## config.mk

```make
export PLATFORM = sky130hd
export DESIGN_NAME = freq_lock_ctrl_flat
export DESIGN_NICKNAME = d
export VERILOG_FILES = /design/src/rtl/freq_lock_pkg.sv /design/src/rtl/freq_lock_ctrl_if.sv /design/src/rtl/freq_lock_step_unit.sv /design/src/rtl/freq_lock_ctrl.sv /design/src/flat_wrapper.sv
export SDC_FILE = /design/constraint.sdc
export NUM_CORES = 1
export LEC_CHECK = 0
export BUFFER_PORTS_ARGS = -buffer_cell sky130_fd_sc_hd__buf_2
export CORE_AREA = 2 2 68 70
export CTS_BUF_LIST = sky130_fd_sc_hd__clkbuf_4 sky130_fd_sc_hd__clkbuf_8
export CTS_CLUSTER_DIAMETER = 30
export DETAILED_ROUTE_END_ITERATION = 8
export DIE_AREA = 0 0 70 72
export PLACE_DENSITY = 0.8
export SETUP_SLACK_MARGIN = 0.05
export SLEW_MARGIN = 20
export SYNTH_ARGS = -nofsm -noshare
export SYNTH_HDL_FRONTEND = slang
export SYNTH_SLANG_ARGS = --single-unit
```

## constraint.sdc

```tcl
create_clock -name refClk -period 5.6 [get_ports refClk]
set_clock_uncertainty 0.15 [all_clocks]
set_input_delay 0.56 -clock refClk [delete_from_list [all_inputs] [get_ports refClk]]
set_output_delay 0.56 -clock refClk [all_outputs]
set_load 0.1 [all_outputs]
```

## src/rtl/freq_lock_pkg.sv

```systemverilog
// freq_lock_pkg: shared types, default parameters and counter sizing for the frequency-lock controller.
package freq_lock_pkg;
  typedef enum logic [1:0] {IDLE, SETTLE, ACQUIRE, LOCKED} state_e;
  typedef enum logic [1:0] {NONE, UP, DOWN} dir_e;
  localparam int CODE_W_DEF = 8;
  localparam int CODE_INIT_DEF = 128;
  localparam int STEP_INIT_DEF = 16;
  localparam int SETTLE_CYC_DEF = 4;
  localparam int LOCK_CYC_DEF = 16;
  localparam int UNLOCK_CNT_DEF = 3;
  function automatic int cnt_w(input int n);
    return (n < 2) ? 1 : $clog2(n + 1);
  endfunction
endpackage

```

## src/rtl/freq_lock_ctrl_if.sv

```systemverilog
// freq_lock_ctrl_if: comparator-side requests in, DCO-side control word and status out.
interface freq_lock_ctrl_if #(parameter int CODE_W = 8);
  logic enable;
  logic freqInc;
  logic freqDec;
  logic cmpEnable;
  logic [CODE_W-1:0] dcoCode;
  logic locked;
  logic codeSat;
  modport master(output enable, freqInc, freqDec, input cmpEnable, dcoCode, locked, codeSat);
  modport slave(input enable, freqInc, freqDec, output cmpEnable, dcoCode, locked, codeSat);
endinterface

```

## src/rtl/freq_lock_step_unit.sv

```systemverilog
// freq_lock_step_unit: halves the step on a direction reversal and applies a saturating code correction.
module freq_lock_step_unit
  import freq_lock_pkg::*;
#(
  parameter int CODE_W = 8
) (
  input  logic [CODE_W-1:0] code_i,
  input  logic [CODE_W-1:0] step_i,
  input  dir_e              last_i,
  input  logic              up_i,
  output logic [CODE_W-1:0] code_o,
  output logic [CODE_W-1:0] step_o,
  output logic              sat_o
);
  logic rev;
  logic [CODE_W:0] sum;
  always_comb begin
    rev = up_i ? (last_i == DOWN) : (last_i == UP);
    step_o = !rev ? step_i : (|step_i[CODE_W-1:1]) ? step_i >> 1 : CODE_W'(1);
    sum = up_i ? {1'b0, code_i} + {1'b0, step_o} : {1'b0, code_i} - {1'b0, step_o};
    // the extra bit flags overflow on add and borrow on subtract
    code_o = sum[CODE_W] ? {CODE_W{up_i}} : sum[CODE_W-1:0];
    sat_o = (code_o == '0) || (&code_o);
  end
endmodule

```

## src/rtl/freq_lock_ctrl.sv

```systemverilog
// freq_lock_ctrl: coarse DCO frequency acquisition with step halving, settle blanking and lock detection.
module freq_lock_ctrl
  import freq_lock_pkg::*;
#(
  parameter int CODE_W = CODE_W_DEF,
  parameter int CODE_INIT = CODE_INIT_DEF,
  parameter int STEP_INIT = STEP_INIT_DEF,
  parameter int SETTLE_CYC = SETTLE_CYC_DEF,
  parameter int LOCK_CYC = LOCK_CYC_DEF,
  parameter int UNLOCK_CNT = UNLOCK_CNT_DEF
) (
  input logic refClk,
  input logic reset,
  freq_lock_ctrl_if.slave bus
);
  localparam int SW = cnt_w(SETTLE_CYC);
  localparam int QW = cnt_w(LOCK_CYC);
  localparam int MW = cnt_w(UNLOCK_CNT);
  state_e state_q, state_d;
  dir_e last_q, last_d;
  logic [CODE_W-1:0] code_q, code_d, step_q, step_d, new_code, new_step;
  logic [SW-1:0] settle_q, settle_d;
  logic [QW-1:0] quiet_q, quiet_d;
  logic [MW-1:0] miss_q, miss_d;
  logic locked_q, locked_d, sat_q, sat_d, cmp_q, cmp_d, new_sat;
  logic pulse, both, quiet_end, miss_end;
  assign pulse = bus.freqInc ^ bus.freqDec;
  assign both = bus.freqInc & bus.freqDec;
  assign quiet_end = quiet_q == QW'(LOCK_CYC - 1);
  assign miss_end = miss_q == MW'(UNLOCK_CNT - 1);
  freq_lock_step_unit #(.CODE_W(CODE_W)) u_step (
    .code_i(code_q),
    .step_i(step_q),
    .last_i(last_q),
    .up_i(bus.freqInc),
    .code_o(new_code),
    .step_o(new_step),
    .sat_o(new_sat)
  );
  always_ff @(posedge refClk or negedge reset)
    if (!reset) state_q <= IDLE;
    else state_q <= state_d;
  always_comb begin
    state_d = state_q;
    if (!bus.enable) state_d = IDLE;
    else
      unique case (state_q)
        IDLE:    state_d = SETTLE;
        SETTLE:  state_d = (settle_q != '0) ? SETTLE : locked_q ? LOCKED : ACQUIRE;
        ACQUIRE: state_d = pulse ? SETTLE : (!both && !bus.freqInc && quiet_end) ? LOCKED : ACQUIRE;
        LOCKED:  state_d = (pulse && miss_end) ? ACQUIRE : LOCKED;
      endcase
  end
  always_comb begin
    code_d = code_q;
    step_d = step_q;
    last_d = last_q;
    settle_d = settle_q;
    quiet_d = quiet_q;
    miss_d = miss_q;
    locked_d = locked_q;
    sat_d = sat_q;
    if (!bus.enable) begin
      code_d = CODE_W'(CODE_INIT);
      step_d = CODE_W'(STEP_INIT);
      last_d = NONE;
      settle_d = '0;
      quiet_d = '0;
      miss_d = '0;
      locked_d = 1'b0;
      sat_d = 1'b0;
    end else
      unique case (state_q)
        IDLE:   settle_d = SW'(SETTLE_CYC - 1);
        SETTLE: settle_d = settle_q - SW'(1);
        ACQUIRE:
          if (pulse) begin
            code_d = new_code;
            step_d = new_step;
            sat_d = new_sat;
            last_d = bus.freqInc ? UP : DOWN;
            quiet_d = '0;
            settle_d = SW'(SETTLE_CYC - 1);
          end else begin
            quiet_d = (both || quiet_end) ? '0 : quiet_q + QW'(1);
            locked_d = !both && quiet_end;
          end
        LOCKED:
          if (pulse) begin
            quiet_d = '0;
            miss_d = miss_end ? '0 : miss_q + MW'(1);
            // re-acquisition restarts with the finest step and no reversal history
            locked_d = !miss_end;
            step_d = miss_end ? CODE_W'(1) : step_q;
            last_d = miss_end ? NONE : last_q;
          end else begin
            quiet_d = (both || quiet_end) ? '0 : quiet_q + QW'(1);
            miss_d = (!both && quiet_end) ? '0 : miss_q;
          end
      endcase
    cmp_d = (state_d == ACQUIRE) || (state_d == LOCKED);
  end
  always_ff @(posedge refClk or negedge reset)
    if (!reset) begin
      code_q <= CODE_W'(CODE_INIT);
      step_q <= CODE_W'(STEP_INIT);
      last_q <= NONE;
      settle_q <= '0;
      quiet_q <= '0;
      miss_q <= '0;
      locked_q <= 1'b0;
      sat_q <= 1'b0;
      cmp_q <= 1'b0;
    end else begin
      code_q <= code_d;
      step_q <= step_d;
      last_q <= last_d;
      settle_q <= settle_d;
      quiet_q <= quiet_d;
      miss_q <= miss_d;
      locked_q <= locked_d;
      sat_q <= sat_d;
      cmp_q <= cmp_d;
    end
  assign bus.cmpEnable = cmp_q;
  assign bus.dcoCode = code_q;
  assign bus.locked = locked_q;
  assign bus.codeSat = sat_q;
endmodule
```

## src/flat_wrapper.sv

```systemverilog
// flat-port wrapper written by rule: the top's interface ports become plain ports
module freq_lock_ctrl_flat import freq_lock_pkg::*;
#(
  parameter int CODE_W = CODE_W_DEF,
  parameter int CODE_INIT = CODE_INIT_DEF,
  parameter int STEP_INIT = STEP_INIT_DEF,
  parameter int SETTLE_CYC = SETTLE_CYC_DEF,
  parameter int LOCK_CYC = LOCK_CYC_DEF,
  parameter int UNLOCK_CNT = UNLOCK_CNT_DEF
)
  (refClk, reset, bus_enable, bus_freqInc, bus_freqDec, bus_cmpEnable, bus_dcoCode, bus_locked, bus_codeSat);
  freq_lock_ctrl_if #(.CODE_W(CODE_W)) bus_i ();
  input logic refClk;
  input logic reset;
  input wire logic [$bits(bus_i.enable)-1:0] bus_enable;
  input wire logic [$bits(bus_i.freqInc)-1:0] bus_freqInc;
  input wire logic [$bits(bus_i.freqDec)-1:0] bus_freqDec;
  output wire logic [$bits(bus_i.cmpEnable)-1:0] bus_cmpEnable;
  output wire logic [$bits(bus_i.dcoCode)-1:0] bus_dcoCode;
  output wire logic [$bits(bus_i.locked)-1:0] bus_locked;
  output wire logic [$bits(bus_i.codeSat)-1:0] bus_codeSat;
  assign bus_i.enable = bus_enable;
  assign bus_i.freqInc = bus_freqInc;
  assign bus_i.freqDec = bus_freqDec;
  assign bus_cmpEnable = bus_i.cmpEnable;
  assign bus_dcoCode = bus_i.dcoCode;
  assign bus_locked = bus_i.locked;
  assign bus_codeSat = bus_i.codeSat;
  freq_lock_ctrl #(.CODE_W(CODE_W), .CODE_INIT(CODE_INIT), .STEP_INIT(STEP_INIT), .SETTLE_CYC(SETTLE_CYC), .LOCK_CYC(LOCK_CYC), .UNLOCK_CNT(UNLOCK_CNT)) u_core (.refClk(refClk), .reset(reset), .bus(bus_i));
endmodule
```

* After elaboration in Yosys (flattened, before gate mapping)
Index checks and enable logic that the tools add are counted.
** Operators by class
- $add $sub $neg :: 5
- Multipliers :: 0
- Div/mod/pow operators :: 0
- $lt $le $gt $ge :: 0
- Equal/unequal tests :: 20
- Shift operators :: 0
- Muxes and demuxes :: 45
- Bitwise operators :: 2
- Reductions and logical operators :: 21
** Operators with widths (number)
- $mux 8 :: 9
- $mux 2 :: 13
- $mux 5 :: 4
- $pmux 8 s2 :: 1
- $eq 2x2->1 const B :: 6
- $mux 1 :: 10
- $add 8x8->9 :: 1
- $mux 9 :: 1
- $ne 3x2->1 const B :: 3
- $pmux 3 s3 :: 1
- $sub 8x8->9 :: 1
- $logic_not 8->1 :: 1
- $pmux 2 s4 :: 1
- $reduce_and 8->1 :: 1
- $mux 7 :: 1
- $reduce_or 7->1 :: 1
- $mux 3 :: 2
- $ne 2x1->1 const B :: 3
- $ne 3x1->1 const B :: 2
- $reduce_and 2->1 :: 3
- $add 5x1->5 const B :: 1
- $eq 5x4->1 const B :: 1
- $eq 2x1->1 const B :: 2
- $logic_and 1x1->1 :: 4
- 16 further kinds :: 20
** Word-level totals
- Register bits after elaboration :: 33
- Bits in latches :: 0
- Memory bits (writable) :: 0
- Memory bits (read-only) :: 0
- Output and inout bits :: 11
- Logic and storage cells :: 103
- Memories kept :: 0

* Depth between registers and ports, before layout
- Word-level depth :: 11
- Mapped depth :: 17

* By module
A second synthesis with hierarchy kept.
** Second synthesis, totals
- Cells, all modules :: 269
- Area, all modules :: 2443.6 um^2
** By module, submodules not included
- freq_lock_ctrl :: times used 1, cells each 130, area each 1483.9 um^2, seq. area each 828.3 um^2
- freq_lock_step_unit :: times used 1, cells each 139, area each 959.7 um^2, seq. area each 0.0 um^2

* Worst setup path before layout
Ideal clock, no wire load.
- Kind :: input to register
- Start :: input bus_freqInc
- End :: register u_core.code_q[2], in the netlist u_core.bus.dcoCode[2]
- Setup time :: 0.123 ns
- Data arrival time :: 3.808 ns
- Required time :: 5.327 ns
- Setup slack :: 1.519 ns
- Cell stages on the path :: 17
- Cell sequence :: buf_6 > and3b_1 > or2_2 > clkbuf_1 > o22a_1 > inv_1 > ha_1 > nor2_1 > a21oi_1 > fa_1 > a21oi_1 > o21ai_0 > o311ai_0 > nand2_1 > xor2_2 > or2_1 > a32o_1
** Between the ends
- Word-level cells in the longest chain between the ends :: 8
** Ends and longest elaborated chain
- from (decl) :: line flat_wrapper.sv:16 : input wire logic [$bits(bus_i.freqInc)-1:0] bus_freqInc;
- $mux 1 :: line freq_lock_step_unit.sv:18 : rev = up_i ? (last_i == DOWN) : (last_i == UP);
- $mux 8 :: line freq_lock_step_unit.sv:19 : step_o = !rev ? step_i : (|step_i[CODE_W-1:1]) ? step_i >> 1 : CODE_W'(1);
- $sub 8x8->9 / $add 8x8->9 (equally long branches) :: line freq_lock_step_unit.sv:20 : sum = up_i ? {1'b0, code_i} + {1'b0, step_o} : {1'b0, code_i} - {1'b0, step_o};
- $mux 9 :: line freq_lock_step_unit.sv:20
- $mux 8 :: line freq_lock_step_unit.sv:22 : code_o = sum[CODE_W] ? {CODE_W{up_i}} : sum[CODE_W-1:0];
- $mux 8 :: line freq_lock_ctrl.sv:77 : if (pulse) begin
- $mux 8 :: line freq_lock_ctrl.sv:73 : unique case (state_q)
- $mux 8 :: line freq_lock_ctrl.sv:63 : if (!bus.enable) begin
- to (signal assigned) :: line freq_lock_ctrl.sv:105 : code_q <= CODE_W'(CODE_INIT);
- to (signal assigned) :: line freq_lock_ctrl.sv:115 : code_q <= code_d;
- to (decl) :: line freq_lock_ctrl.sv:21 : logic [CODE_W-1:0] code_q, code_d, step_q, step_d, new_code, new_step;
Parallel ways exist; a longest one is shown, timed or not. The select of a mux whose other input is x is not followed.
A chain may end at the register's enable or synchronous reset.

* Worst setup path after layout
- Start :: register u_core.step_q[6]
- End :: register u_core.code_q[5], in the netlist u_core.bus.dcoCode[5]
** Between the ends
- Word-level cells in the longest chain between the ends :: 9
** Ends and longest elaborated chain
- from (decl) :: line freq_lock_ctrl.sv:21
- from (signal assigned) :: line freq_lock_ctrl.sv:106 : step_q <= CODE_W'(STEP_INIT);
- from (signal assigned) :: line freq_lock_ctrl.sv:116 : step_q <= step_d;
- $reduce_or 7->1 :: line freq_lock_step_unit.sv:19
- $mux 7 :: line freq_lock_step_unit.sv:19
- $mux 8 * :: line freq_lock_step_unit.sv:19
- $sub 8x8->9 / $add 8x8->9 (equally long branches) :: line freq_lock_step_unit.sv:20
- $mux 9 * :: line freq_lock_step_unit.sv:20
- $mux 8 * :: line freq_lock_step_unit.sv:22
- $mux 8 * :: line freq_lock_ctrl.sv:77
- $mux 8 * :: line freq_lock_ctrl.sv:73
- $mux 8 * :: line freq_lock_ctrl.sv:63
Every way passes the cells marked *; elsewhere a longest branch is shown, timed or not. The select of a mux whose other input is x is not followed.

==> impl_metrics.tcl <==
set metrics [dict create \
    rows 24 \
    r2r_slack_ns 1.12 \
    antenna_found_initial 0 \
    hold_viol 0 \
    dpl.hpwl_um 3980 \
    synthArstFlopShare_pct 100 \
    yosys_register_bits 33 \
    clkLatencyLatePin_ns 0.29 \
    path_cells "or4_1 -> o32ai_1 -> o22a_1 -> inv_1 -> ha_1 -> nor2_1 -> a21oi_1 -> fa_1 -> a21oi_1 -> o21ai_0 -> o311ai_0 -> nand2_1 -> xor2_2 -> nor2_2 -> a221o_1" \
    drt_pass1_iterations 4 \
    netlist.area_leader.share_pct 31.0 \
    cap_violations 0 \
    routed_wl_um 5360 \
    total_power_mw 0.760 \
    cts-htree-levels 2 \
    place_area_sq_um 2590 \
    syn_inst 290 \
    numCtsBuffers 5 \
    cts_tree "done" \
    clock-sinks 33 \
    drc 0 \
    area_growth_syn_to_layout_pct 8.74 \
    num_antenna_cells 0 \
    yosysSeqAreaShare_pct 33.1 \
    setup_viol 0 \
    track_usage_pct 22.6 \
    cpMostUsedCell "a21oi_1" \
    path_class "register to register" \
    ant_nets 0 \
    p_leak_nw 1.25 \
    dieArea_sq_um 5040 \
    fin_setup_tns_ns 0 \
    period_minus_slack_ns 4.48 \
    routed_via_density 6.11 \
    hold_path.class "primary input to async pin" \
    outcome "complete, no violations" \
    routabilityCongestion 0.935 \
    critPathTopFamily "compound AO/OA/AOI/OAI gates" \
    synthFlopType "dfrtp_1" \
    slew-limit-headroom_pct 51.1 \
    worstPathArrival_ns 4.51 \
    cp-start-kind "register" \
    grt_overflow 0 \
    drive_gt1_share_pct 13.3 \
    design.final.nets 324 \
    grt_pass1_vias 1958 \
    cts_resized 0 \
    synthesis.area_sq_um 2500 \
    clockBufferDepth 2 \
    yosys-top-cells-area "dfrtp_1 31%, ha_1 9.0%, o21ai_0 5.2%, a21oi_1 4.8%, nand2_1 3.9%" \
    critPathMaxStageDelay_ns 0.52 \
    grt_max_degree 34 \
    ios 16 \
    fp.dieW_um 70 \
    yosysTopAreaCell "dfrtp_1" \
    grt_first_pass_wirelength_um 9160 \
    slew_violations 0 \
    ir_worst_vdd_v 0.000212 \
    synth_nets 314 \
    worst_ep_required_time_ns 5.62 \
    core_area_sq_um 4260 \
    tightest_slew_ns 0.734 \
    cts-root-buf "clkbuf_8" \
    start_util_pct 58.7 \
    cp_num_buf_inv 1 \
    p_per_area_nw_per_um2 279 \
    wl_per_cell_um 15.2 \
    avgSynthCellArea_sq_um 8.64 \
    cp-end-kind "register" \
    path_max_fanout 8 \
    max_freq_mhz 223 \
    ys_warn_count 0 \
    drt_iter0_markers 153 \
    clkSlewWorstSetupHoldPaths_ns 0.08 \
    cts_setup_buffers 0 \
    numPortBuffers 15 \
    ctsHoldBuffers 0 \
    worst_path_max_delay_cell "or4_1" \
    fillCellCount 359 \
    synth_cell_types 63 \
    cp_num_cells 15 \
    die_h_um 72 \
    yosysMostFrequentCell "dfrtp_1" \
    reg2reg_depth 15 \
    grt_setup_unrepaired "false" \
    synth_edf_count 0 \
    vias 2158 \
    synth_common_cells "31 x dfrtp_1, 26 x nand2_1, 26 x o21ai_0" \
    final_cell_area_sq_um 2720 \
    finalCritPeriodShare_pct 80.1 \
]
-- worst reg2reg max path: stages, from the launching register on --
cell	delay (ns)
dfrtp_1	0.46
or4_1	0.52
o32ai_1	0.33
o22a_1	0.26
inv_1	0.06
ha_1	0.26
nor2_1	0.08
a21oi_1	0.08
fa_1	0.48
a21oi_1	0.23
o21ai_0	0.14
o311ai_0	0.41
nand2_1	0.22
xor2_2	0.30
nor2_2	0.08
a221o_1	0.33
-- cell type report --
class / instances / area [sq um] / share of cell area, %
Multi-Input combinational cell: 229 / 1550 / 57.1
Clock inverter: 3 / 68.8 / 2.53
Sequential cell: 33 / 828 / 30.4
Inverter: 15 / 56.3 / 2.07
Timing Repair Buffer: 16 / 82.6 / 3.03
Clock buffer: 5 / 68.8 / 2.53
Tap cell: 52 / 65.1 / 2.39
-- cell families (layout without fill, tap and decap cells) --
family	Yosys count	after routing	synth area share, %
and+or+nand+nor	102	102	21.0
AOI/OAI and AO/OA	93	93	25.5
DFF	33	33	33.1
buffers and inverters	28	39	4.89
adders and majority gates	19	19	9.79
xor gates and xnor gates	12	12	4.50
muxes	3	3	1.30
-- metal layers --
metal	up-vias	share of wire, %	GRT usage, %
li1	1079	-	-
met1	1020	48	30.7
met2	47	46	35.1
met3	12	4.0	5.00
met4	0	2.1	9.83
met5	-	0	0
-- metrics by stage --
stage               setup WS (ns)  util [%]  std cells  hold slack [ns]
finish                       1.12      63.9        353            0.175
global route                0.791      63.9        353            0.236
CTS                          1.12      63.9        353            0.204
detailed placement           1.00      60.7        345            0.320
global placement             1.18      60.7        345            0.311
floorplan                    1.52         -        290            0.114
-- cells in the final DEF (no fill, tap or decap), drive strengths merged, types with 3 or more instances in the layout --
master,n
dfrtp,31
o21ai,29
nand2,26
a21oi,24
nor2,21
ha,18
inv,16
buf,16
nor3,12
nand3,8
xnor2,8
nor3b,6
o31ai,6
nand2b,5
clkbuf,5
nor2b,5
or2,4
xor2,4
a221o,4
o22ai,3
or4,3
and3,3
a22o,3
o311ai,3
-- path summary, 6_finish.rpt --
check,startpoint,to
hold / removal,reset,u_core.bus.dcoCode[6]
max in group asynchronous,reset,u_core.step_q[5]
hold reg to reg,u_core.bus.dcoCode[7],u_core.bus.dcoCode[7]
setup reg to reg,u_core.step_q[6],u_core.bus.dcoCode[5]
setup / recovery,u_core.step_q[6],u_core.bus.dcoCode[5]
min in group refClk,u_core.bus.dcoCode[7],u_core.bus.dcoCode[7]
-- flip-flops by register name (all words and copies together), names as in the netlist --
| register | flops |
|---|---|
| u_core.bus.cmpEnable | 1 |
| u_core.bus.codeSat | 1 |
| u_core.bus.dcoCode | 8 |
| u_core.bus.locked | 1 |
| u_core.last_q | 2 |
| u_core.miss_q | 2 |
| u_core.quiet_q | 5 |
| u_core.settle_q | 3 |
| u_core.state_q | 2 |
| u_core.step_q | 8 |
-- where the power goes --
group | internal, mW | leakage, nW | total, mW | switching (mW)
clock | 0.179 | 0.0687 | 0.274 | 0.0952
sequential | 0.252 | 0.444 | 0.270 | 0.0182
combinational | 0.0823 | 0.734 | 0.215 | 0.133
total | 0.514 | 1.25 | 0.760 | 0.247
Power figures use the tool's default switching activity.
